File: src/rtl/lsu_pkg.sv
// rtl/lsu_pkg.sv - load/store select encodings, FSM states and counter sizing for lsu_mem_ctrl
package lsu_pkg;

    localparam logic [2:0] L_LB  = 3'b001;
    localparam logic [2:0] L_LH  = 3'b010;
    localparam logic [2:0] L_LBU = 3'b011;
    localparam logic [2:0] L_LHU = 3'b100;
    localparam logic [2:0] L_LW  = 3'b101;

    localparam logic [1:0] S_SB = 2'b01;
    localparam logic [1:0] S_SH = 2'b10;
    localparam logic [1:0] S_SW = 2'b11;

    typedef enum logic [1:0] {
        ST_IDLE,
        ST_REQ,
        ST_DONE,
        ST_ERR
    } lsu_state_e;

    // Counter only has to reach TIMEOUT-1 before the abort decision.
    function automatic int cnt_width(input int timeout);
        return (timeout < 2) ? 1 : $clog2(timeout);
    endfunction

endpackage

File: src/rtl/lsu_align.sv
// rtl/lsu_align.sv - store lane steering / byte enables and load extract / extension
module lsu_align
    import lsu_pkg::*;
(
    input  logic [1:0]  st_sel_i,
    input  logic [1:0]  st_off_i,
    input  logic [31:0] st_data_i,
    output logic [31:0] st_wdata_o,
    output logic [3:0]  st_be_o,
    input  logic [2:0]  ld_sel_i,
    input  logic [1:0]  ld_off_i,
    input  logic [31:0] ld_rdata_i,
    output logic [31:0] ld_data_o
);

    logic [7:0]  ld_byte;
    logic [15:0] ld_half;

    always_comb begin
        st_wdata_o = '0;
        st_be_o    = '0;
        case (st_sel_i)
            S_SB: begin
                st_wdata_o = {4{st_data_i[7:0]}};
                st_be_o    = 4'b0001 << st_off_i;
            end
            S_SH: begin
                st_wdata_o = {2{st_data_i[15:0]}};
                st_be_o    = st_off_i[1] ? 4'b1100 : 4'b0011;
            end
            S_SW: begin
                st_wdata_o = st_data_i;
                st_be_o    = 4'b1111;
            end
            default: ;
        endcase
    end

    assign ld_byte = ld_rdata_i[{ld_off_i, 3'b000} +: 8];
    assign ld_half = ld_rdata_i[{ld_off_i[1], 4'b0000} +: 16];

    always_comb begin
        ld_data_o = '0;
        case (ld_sel_i)
            L_LB:    ld_data_o = {{24{ld_byte[7]}}, ld_byte};
            L_LH:    ld_data_o = {{16{ld_half[15]}}, ld_half};
            L_LBU:   ld_data_o = {24'd0, ld_byte};
            L_LHU:   ld_data_o = {16'd0, ld_half};
            L_LW:    ld_data_o = ld_rdata_i;
            default: ;
        endcase
    end

endmodule

File: src/rtl/lsu_mem_ctrl.sv
// rtl/lsu_mem_ctrl.sv - load/store unit driving a word-organised data memory over req/ack
module lsu_mem_ctrl
    import lsu_pkg::*;
#(
    parameter int ADDR_W  = 16,
    parameter int TIMEOUT = 255
) (
    input  logic              i_clk,
    input  logic              i_rst_n,
    input  logic              i_mem_rden,
    input  logic              i_mem_wren,
    input  logic [2:0]        i_l_sel,
    input  logic [1:0]        i_s_sel,
    input  logic [31:0]       i_addr,
    input  logic [31:0]       i_st_data,
    output logic [31:0]       o_ld_data,
    output logic              o_done,
    output logic              o_stall,
    output logic              o_fault,
    output logic              o_bus_req,
    output logic              o_bus_we,
    output logic [ADDR_W-1:0] o_bus_addr,
    output logic [31:0]       o_bus_wdata,
    output logic [3:0]        o_bus_be,
    input  logic              i_bus_ack,
    input  logic [31:0]       i_bus_rdata
);

    localparam int CW = cnt_width(TIMEOUT);

    lsu_state_e        state_q;
    logic [CW-1:0]     cnt_q;
    logic [ADDR_W-1:0] addr_q;
    logic [1:0]        off_q;
    logic [2:0]        l_sel_q;
    logic              we_q;
    logic [31:0]       wdata_q;
    logic [3:0]        be_q;
    logic [31:0]       ld_data_q;

    logic        ld_ok, ld_mis, st_ok, st_mis, bad_c, is_idle, go_c;
    logic [31:0] st_wdata, ld_ext;
    logic [3:0]  st_be;
    logic        unused_addr_hi;

    assign unused_addr_hi = ^i_addr[31:ADDR_W+2];

    assign ld_ok  = i_l_sel inside {L_LB, L_LH, L_LBU, L_LHU, L_LW};
    assign ld_mis = ((i_l_sel == L_LH || i_l_sel == L_LHU) && i_addr[0])
                  || (i_l_sel == L_LW && i_addr[1:0] != 2'b00);
    assign st_ok  = i_s_sel != 2'b00;
    assign st_mis = (i_s_sel == S_SH && i_addr[0])
                  || (i_s_sel == S_SW && i_addr[1:0] != 2'b00);
    assign bad_c  = (i_mem_rden && i_mem_wren)
                  || (i_mem_rden && (!ld_ok || ld_mis))
                  || (i_mem_wren && (!st_ok || st_mis));

    assign is_idle = (state_q == ST_IDLE);
    assign go_c    = is_idle && (i_mem_rden ^ i_mem_wren) && !bad_c;

    lsu_align u_align (
        .st_sel_i   (i_s_sel),
        .st_off_i   (i_addr[1:0]),
        .st_data_i  (i_st_data),
        .st_wdata_o (st_wdata),
        .st_be_o    (st_be),
        .ld_sel_i   (l_sel_q),
        .ld_off_i   (off_q),
        .ld_rdata_i (i_bus_rdata),
        .ld_data_o  (ld_ext)
    );

    always_ff @(posedge i_clk or negedge i_rst_n) begin
        if (!i_rst_n) begin
            state_q   <= ST_IDLE;
            cnt_q     <= '0;
            addr_q    <= '0;
            off_q     <= '0;
            l_sel_q   <= '0;
            we_q      <= 1'b0;
            wdata_q   <= '0;
            be_q      <= '0;
            ld_data_q <= '0;
        end else begin
            case (state_q)
                ST_IDLE: begin
                    cnt_q <= '0;
                    if (go_c) begin
                        state_q <= ST_REQ;
                        addr_q  <= i_addr[ADDR_W+1:2];
                        off_q   <= i_addr[1:0];
                        l_sel_q <= i_l_sel;
                        we_q    <= i_mem_wren;
                        wdata_q <= i_mem_wren ? st_wdata : 32'd0;
                        be_q    <= i_mem_wren ? st_be : 4'd0;
                    end
                end
                ST_REQ: begin
                    // Bus-side registers clear on leaving REQ so they read 0 elsewhere.
                    if (i_bus_ack || cnt_q == CW'(TIMEOUT - 1)) begin
                        state_q <= i_bus_ack ? ST_DONE : ST_ERR;
                        addr_q  <= '0;
                        we_q    <= 1'b0;
                        wdata_q <= '0;
                        be_q    <= '0;
                        cnt_q   <= '0;
                        if (i_bus_ack) begin
                            ld_data_q <= we_q ? 32'd0 : ld_ext;
                        end
                    end else begin
                        cnt_q <= cnt_q + 1'b1;
                    end
                end
                ST_DONE: state_q <= ST_IDLE;
                default: state_q <= ST_IDLE;
            endcase
        end
    end

    // Stall/fault have a combinational IDLE term, so gate them with reset too.
    assign o_stall     = i_rst_n && (state_q == ST_REQ || go_c);
    assign o_fault     = i_rst_n && (state_q == ST_ERR
                       || (is_idle && (i_mem_rden || i_mem_wren) && bad_c));
    assign o_done      = (state_q == ST_DONE);
    assign o_bus_req   = (state_q == ST_REQ);
    assign o_bus_we    = we_q;
    assign o_bus_addr  = addr_q;
    assign o_bus_wdata = wdata_q;
    assign o_bus_be    = be_q;
    assign o_ld_data   = ld_data_q;

endmodule

File: config.mk
export PLATFORM = sky130hd
export DESIGN_NAME = lsu_mem_ctrl
export DESIGN_NICKNAME = d
export VERILOG_FILES = /design/src/rtl/lsu_pkg.sv /design/src/rtl/lsu_align.sv /design/src/rtl/lsu_mem_ctrl.sv
export SDC_FILE = /design/constraint.sdc
export NUM_CORES = 1
export LEC_CHECK = 0
export ABC_CLOCK_PERIOD_IN_PS = 5450
export CORE_MARGIN = 2
export CORE_UTILIZATION = 49
export CTS_BUF_LIST = sky130_fd_sc_hd__clkbuf_4 sky130_fd_sc_hd__clkbuf_8
export DETAILED_ROUTE_END_ITERATION = 10
export PLACE_DENSITY = 0.95
export SLEW_MARGIN = 30
export SYNTH_ARGS = -nofsm -noshare
export SYNTH_HDL_FRONTEND = slang
export SYNTH_SLANG_ARGS = --single-unit
File: constraint.sdc
create_clock -name i_clk -period 5.45 [get_ports i_clk]
set_clock_uncertainty 0.1 [all_clocks]
set_input_delay 0.8175 -clock i_clk [delete_from_list [all_inputs] [get_ports i_clk]]
set_output_delay 0.8175 -clock i_clk [all_outputs]
set_load 0.1 [all_outputs]
Word-level counts from Yosys, hierarchy flattened. Cells that the tools add are included.

Add/subtract/negate cells: 1. Eq/ne operators: 19. Shifts and indexed selects: 3. Multiplexer cells: 25. Bitwise logic cells: 1. Reductions and logical operators: 36.

Operator list (number): case mux 32 bit (5 select lines) (1); two-way mux 32 bit (4); case mux 32 bit (3 select lines) (1); case mux 32 bit (2 select lines) (1); two-way mux 16 bit (2); case mux 16 bit (2 select lines) (1); indexed part select 32 x 6 -> 16 bit (1); indexed part select 32 x 6 -> 8 bit (1); two-way mux 4 bit (4); case mux 8 bit (2 select lines) (1); logical AND 1 bit (13); equality test 3 x 2 -> 1 bit (second input constant) (4); equality test 3 bit (second input constant) (4); case mux 4 bit (3 select lines) (1); logical OR 1 bit (11); adder 8 x 1 -> 8 bit (second input constant) (1); equality test 2 bit (second input constant) (4); equality test 8 bit (second input constant) (1); two-way mux 8 bit (1); case mux 4 bit (2 select lines) (1); equality test 3 x 1 -> 1 bit (second input constant) (2); AND reduction 3 bit (2); nonzero test 2 bit (3); nonzero test 5 bit (1); 11 further kinds (19).

Register bits: 100. Input bits: 106. Output and inout port bits: 89. Logic and storage cells: 94.

Longest topological paths before layout.
Depth in word-level cells: 12. Mapped depth: 8. Gate-level depth less buffers: 7.

By module. From an unflattened synthesis, not the netlist that was laid out.

Cell total of the unflattened synthesis: 738. Area total of the unflattened synthesis: 6526.3 µm².

By module, submodules not included: lsu_mem_ctrl (instances 1, cells an instance 546, area an instance 5071.1 µm², sequential area each 2502.4 µm²); lsu_align (instances 1, cells an instance 192, area an instance 1455.1 µm², sequential area each 0.0 µm²).

Least setup slack after synthesis. Ideal clock, no wire load.

Path type: input port to output port. From: input port i_s_sel[0]. To: output port o_fault. Arrival time: 4067 ps. Data required time: 4533 ps. Path slack: 465 ps. Cell stages on the path: 6. Buffers on the path: 1. Cells stage by stage: buf_4 > nor2b_1 > a211oi_2 > a211oi_1 > or4_1 > a21boi_0.

Longest elaborated chain between the ends: 9. Elaborated cells between the ends (all ways): 13. Those cells by class: eq/ne (2); reduce/logical (11).

RTL lines: start, declared (RTL line lsu_mem_ctrl.sv:13) `input logic [1:0] i_s_sel,`; equality test 2 bit, on equally long branches (RTL line lsu_mem_ctrl.sv:52, lsu_mem_ctrl.sv:53); logical AND 1 bit, on equally long branches (RTL line lsu_mem_ctrl.sv:52, lsu_mem_ctrl.sv:53); logical OR 1 bit (RTL line lsu_mem_ctrl.sv:53) `|| (i_s_sel == S_SW && i_addr[1:0] != 2'b00);`; logical OR 1 bit * (RTL line lsu_mem_ctrl.sv:56) `|| (i_mem_wren && (!st_ok || st_mis));`; logical AND 1 bit * (RTL line lsu_mem_ctrl.sv:56); logical OR 1 bit * (RTL line lsu_mem_ctrl.sv:56); logical AND 1 bit * (RTL line lsu_mem_ctrl.sv:123) `|| (is_idle && (i_mem_rden || i_mem_wren) && bad_c));`; logical OR 1 bit * (RTL line lsu_mem_ctrl.sv:123); logical AND 1 bit * (RTL line lsu_mem_ctrl.sv:122) `assign o_fault = i_rst_n && (state_q == ST_ERR`; end, declared (RTL line lsu_mem_ctrl.sv:19) `output logic o_fault,`.

Mark *: on every way between the ends. The rest lies on a longest branch, timed or not.

Worst setup path after layout.
From: input port i_s_sel[1]. To: output port o_fault.

The elaborated chain is that of the path after synthesis.

==> metrics.csv <==
stage;metric;value;unit
placement;Placer Congestion;0.893;
run;max_cap viols;0;
clock_tree;H-tree levels;3;
clock_tree;worst skew pair latency;0.37;ns
clock_tree;root buffer cell;clkbuf_8;
placement;dpl hpwl;11300;µm
sta;post-route minimum period;4.24;ns
worst_setup_path;R2R setup slack;2.67;ns
global_routing;largest net degree at the start of global routing;58;
route;Starting DRT DRC Count;308;
clock_tree;# hold bufs at CTS;0;
run_status;outcome;complete, no violations;
worst_setup_path;CP endpoint kind;primary output;
synth;syn_area_per_cell;10.3;µm²
worst_setup_path;WS Path Type;input pin to primary output;
clock_tree;Clock Tree Buf Depth;2;
cells_and_area;layout cells sized above 1;9.27;%
die;initial core utilization;50.8;%
route;wire length per cell;19.7;µm
cells_and_area;Core Util, Final;71.7;%
clock_tree;# Post-CTS Setup Buffers;0;
die;Die Ht;105;µm
cells_and_area;ant diodes;0;
clock_tree;Clk pin slew, worst setup/hold paths;0.11;ns
global_routing;first-pass GRT wire length;24600;µm
worst_setup_path;crit-path max FO;28;
sta;final hold viol count;0;
power_and_ir_drop;areal power density over the cells;602;nW/µm²
worst_setup_path;WP data required;4.53;ns
synth;sequential cell area fraction in the yosys report;50.2;%
sta;RSZ-0062 raised after global routing;false;
sta;pins over their slew limit;0;
power_and_ir_drop;total power;0.00424;W
clock_tree;Num CTS Buffers;9;
synth;Synth Cell Area;4980;µm²
clock_tree;CTS sink cnt;100;
synth;asr flop ratio synth;100;%
worst_setup_path;Critical Path Start Type;input pin;
route;WL final;15400;µm
die;Die W;105;µm
die;core footprint;9820;µm²
sta;normalized max-slew margin;30.7;%
cells_and_area;final net count;752;
sta;worst slew pin tran;1.04;ns
clock_tree;CTS tree;yes;
worst_setup_path;worst path arrival time;3.32;ns
sta;period utilisation layout;77.8;%
synth;EDFF count, synth;0;
route;post-route ant nets;0;
worst_hold_path;worst hold path type;input pin to asynchronous set/reset pin;
route;DR vias;4696;
synth;synth warn;0;
die;Die Area;11000;µm²
route;DR pass1 iterations;5;
global_routing;number of global-route vias before repair;4773;
die;top-level I/O count;195;
route;Vias/cell;6.02;
placement;Post-Place Worst Slack;1.25;ns
route;Post-route DRC;0;
synth;Yosys cell types;56;
global_routing;total track usage;28.2;%
synth;Synth Net Count;592;
sta;TNS Setup;0;ns
clock_tree;PostCTS Resize Cnt;0;
cells_and_area;most frequent cells in the layout;clkdlybuf4s50_1, dfrtp_1, a21oi_1, nand2_1, o21ai_0;
global_routing;Remaining Overflow, GRT;0;
placement;Port Buffers;180;
sta;final setup violation count;0;
cells_and_area;most common cell after layout, fill and taps aside;clkdlybuf4s50_1;
synth;Post-synth top flop;dfrtp_1;
sta;setup ws final;1.21;ns
synth;#FFs+latches synth;100;
die;site row count;36;
power_and_ir_drop;VDD IR max;0.418;mV
power_and_ir_drop;Leak Pwr;2.88;nW
sta;Achievable Freq;236;MHz
global_routing;initial antenna violation count;0;
synth;Syn Inst Count;482;
cells_and_area;Area Growth Syn to Fin;41.3;%
layer usage:
layer  part of all wire, %  routed length (µm)  GRT usage (%)
met5                     0                   0              0
met4                   2.8                 425           11.4
met3                   8.7                1330           7.86
met2                    50                7730           47.7
met1                    38                5870           34.0
worst max-delay path, stage by stage:
cell,delay [ns]
clkdlybuf4s50_1,0.45
buf_4,0.32
nor2b_1,0.09
buf_4,0.20
a211oi_2,0.33
a211oi_1,0.11
or4_1,0.43
a21boi_0,0.33
buf_12,0.23
final cells by class:
type | instances | area [µm²]
multi-input combinational | 334 | 2280
tap | 133 | 166
fill | 733 | 2780
clock inverter | 5 | 42.5
clock buffer | 11 | 145
sequential | 100 | 2500
inverter | 10 | 37.5
timing repair buffer | 187 | 1870
cell usage after synthesis, drive strengths merged (2+ instances only):
master	n	area, µm²
nand2b	5	31.3
ha	4	50.1
a22oi	17	128
o21ai	38	194
o2bb2ai	25	219
mux2	22	248
o31ai	3	22.5
buf	16	98.8
mux2i	6	60.1
nor2b	5	31.3
nand4	2	12.5
nor2	16	62.6
inv	10	37.5
dfrtp	100	2500
nand2	51	191
and2	8	50.1
nor3b	2	15.0
o211ai	8	60.1
a22o	18	158
nand3	6	35.0
a21boi	2	15.0
a21oi	55	275
a32o	11	110
clkbuf	22	82.6
a211oi	4	52.6
a221oi	7	61.3
sequential cells by signal, indices dropped and copies added, names as in the netlist:
signal       flops
off_q            2
o_bus_addr      16
o_bus_we         1
o_bus_be         4
l_sel_q          3
cnt_q            8
state_q          2
o_bus_wdata     32
o_ld_data       32
kinds of logic after synthesis:
kind of cell	after synthesis	share of synthesized area, %
adders and majority gates	4	1.00
xor gates and xnor gates	2	0.352
muxes	29	6.63
and+or+nand+nor	104	10.0
AOI/OAI and AO/OA	195	27.4
DFF	100	50.2
buffers and inverters	48	4.39
metrics by stage:
step	cell area, µm²	cells	hold slack, ns
floorplan	4980	482	0.345
global placement	6850	764	0.361
detailed placement	6850	764	0.372
CTS	7040	780	0.341
global route	7040	780	0.356
finish	7040	780	0.332
where the power goes:
group	switching [W]	leakage [nW]	internal, W
clock	0.000270	0.0944	0.000190
sequential	0.000191	1.34	0.000953
combinational	0.00197	1.45	0.000660
total	0.00244	2.88	0.00180
final timing paths:
kind,cells after the start,end,start
max,9,o_fault,i_s_sel[1]
min,1,o_ld_data[14],i_rst_n
max reg2reg,7,o_ld_data[26],state_q[1]
min reg2reg,2,o_ld_data[21],o_ld_data[21]
max in group asynchronous,2,o_bus_wdata[20],i_rst_n
min in group i_clk,2,o_ld_data[21],o_ld_data[21]
(Power assumes the default switching activity.)
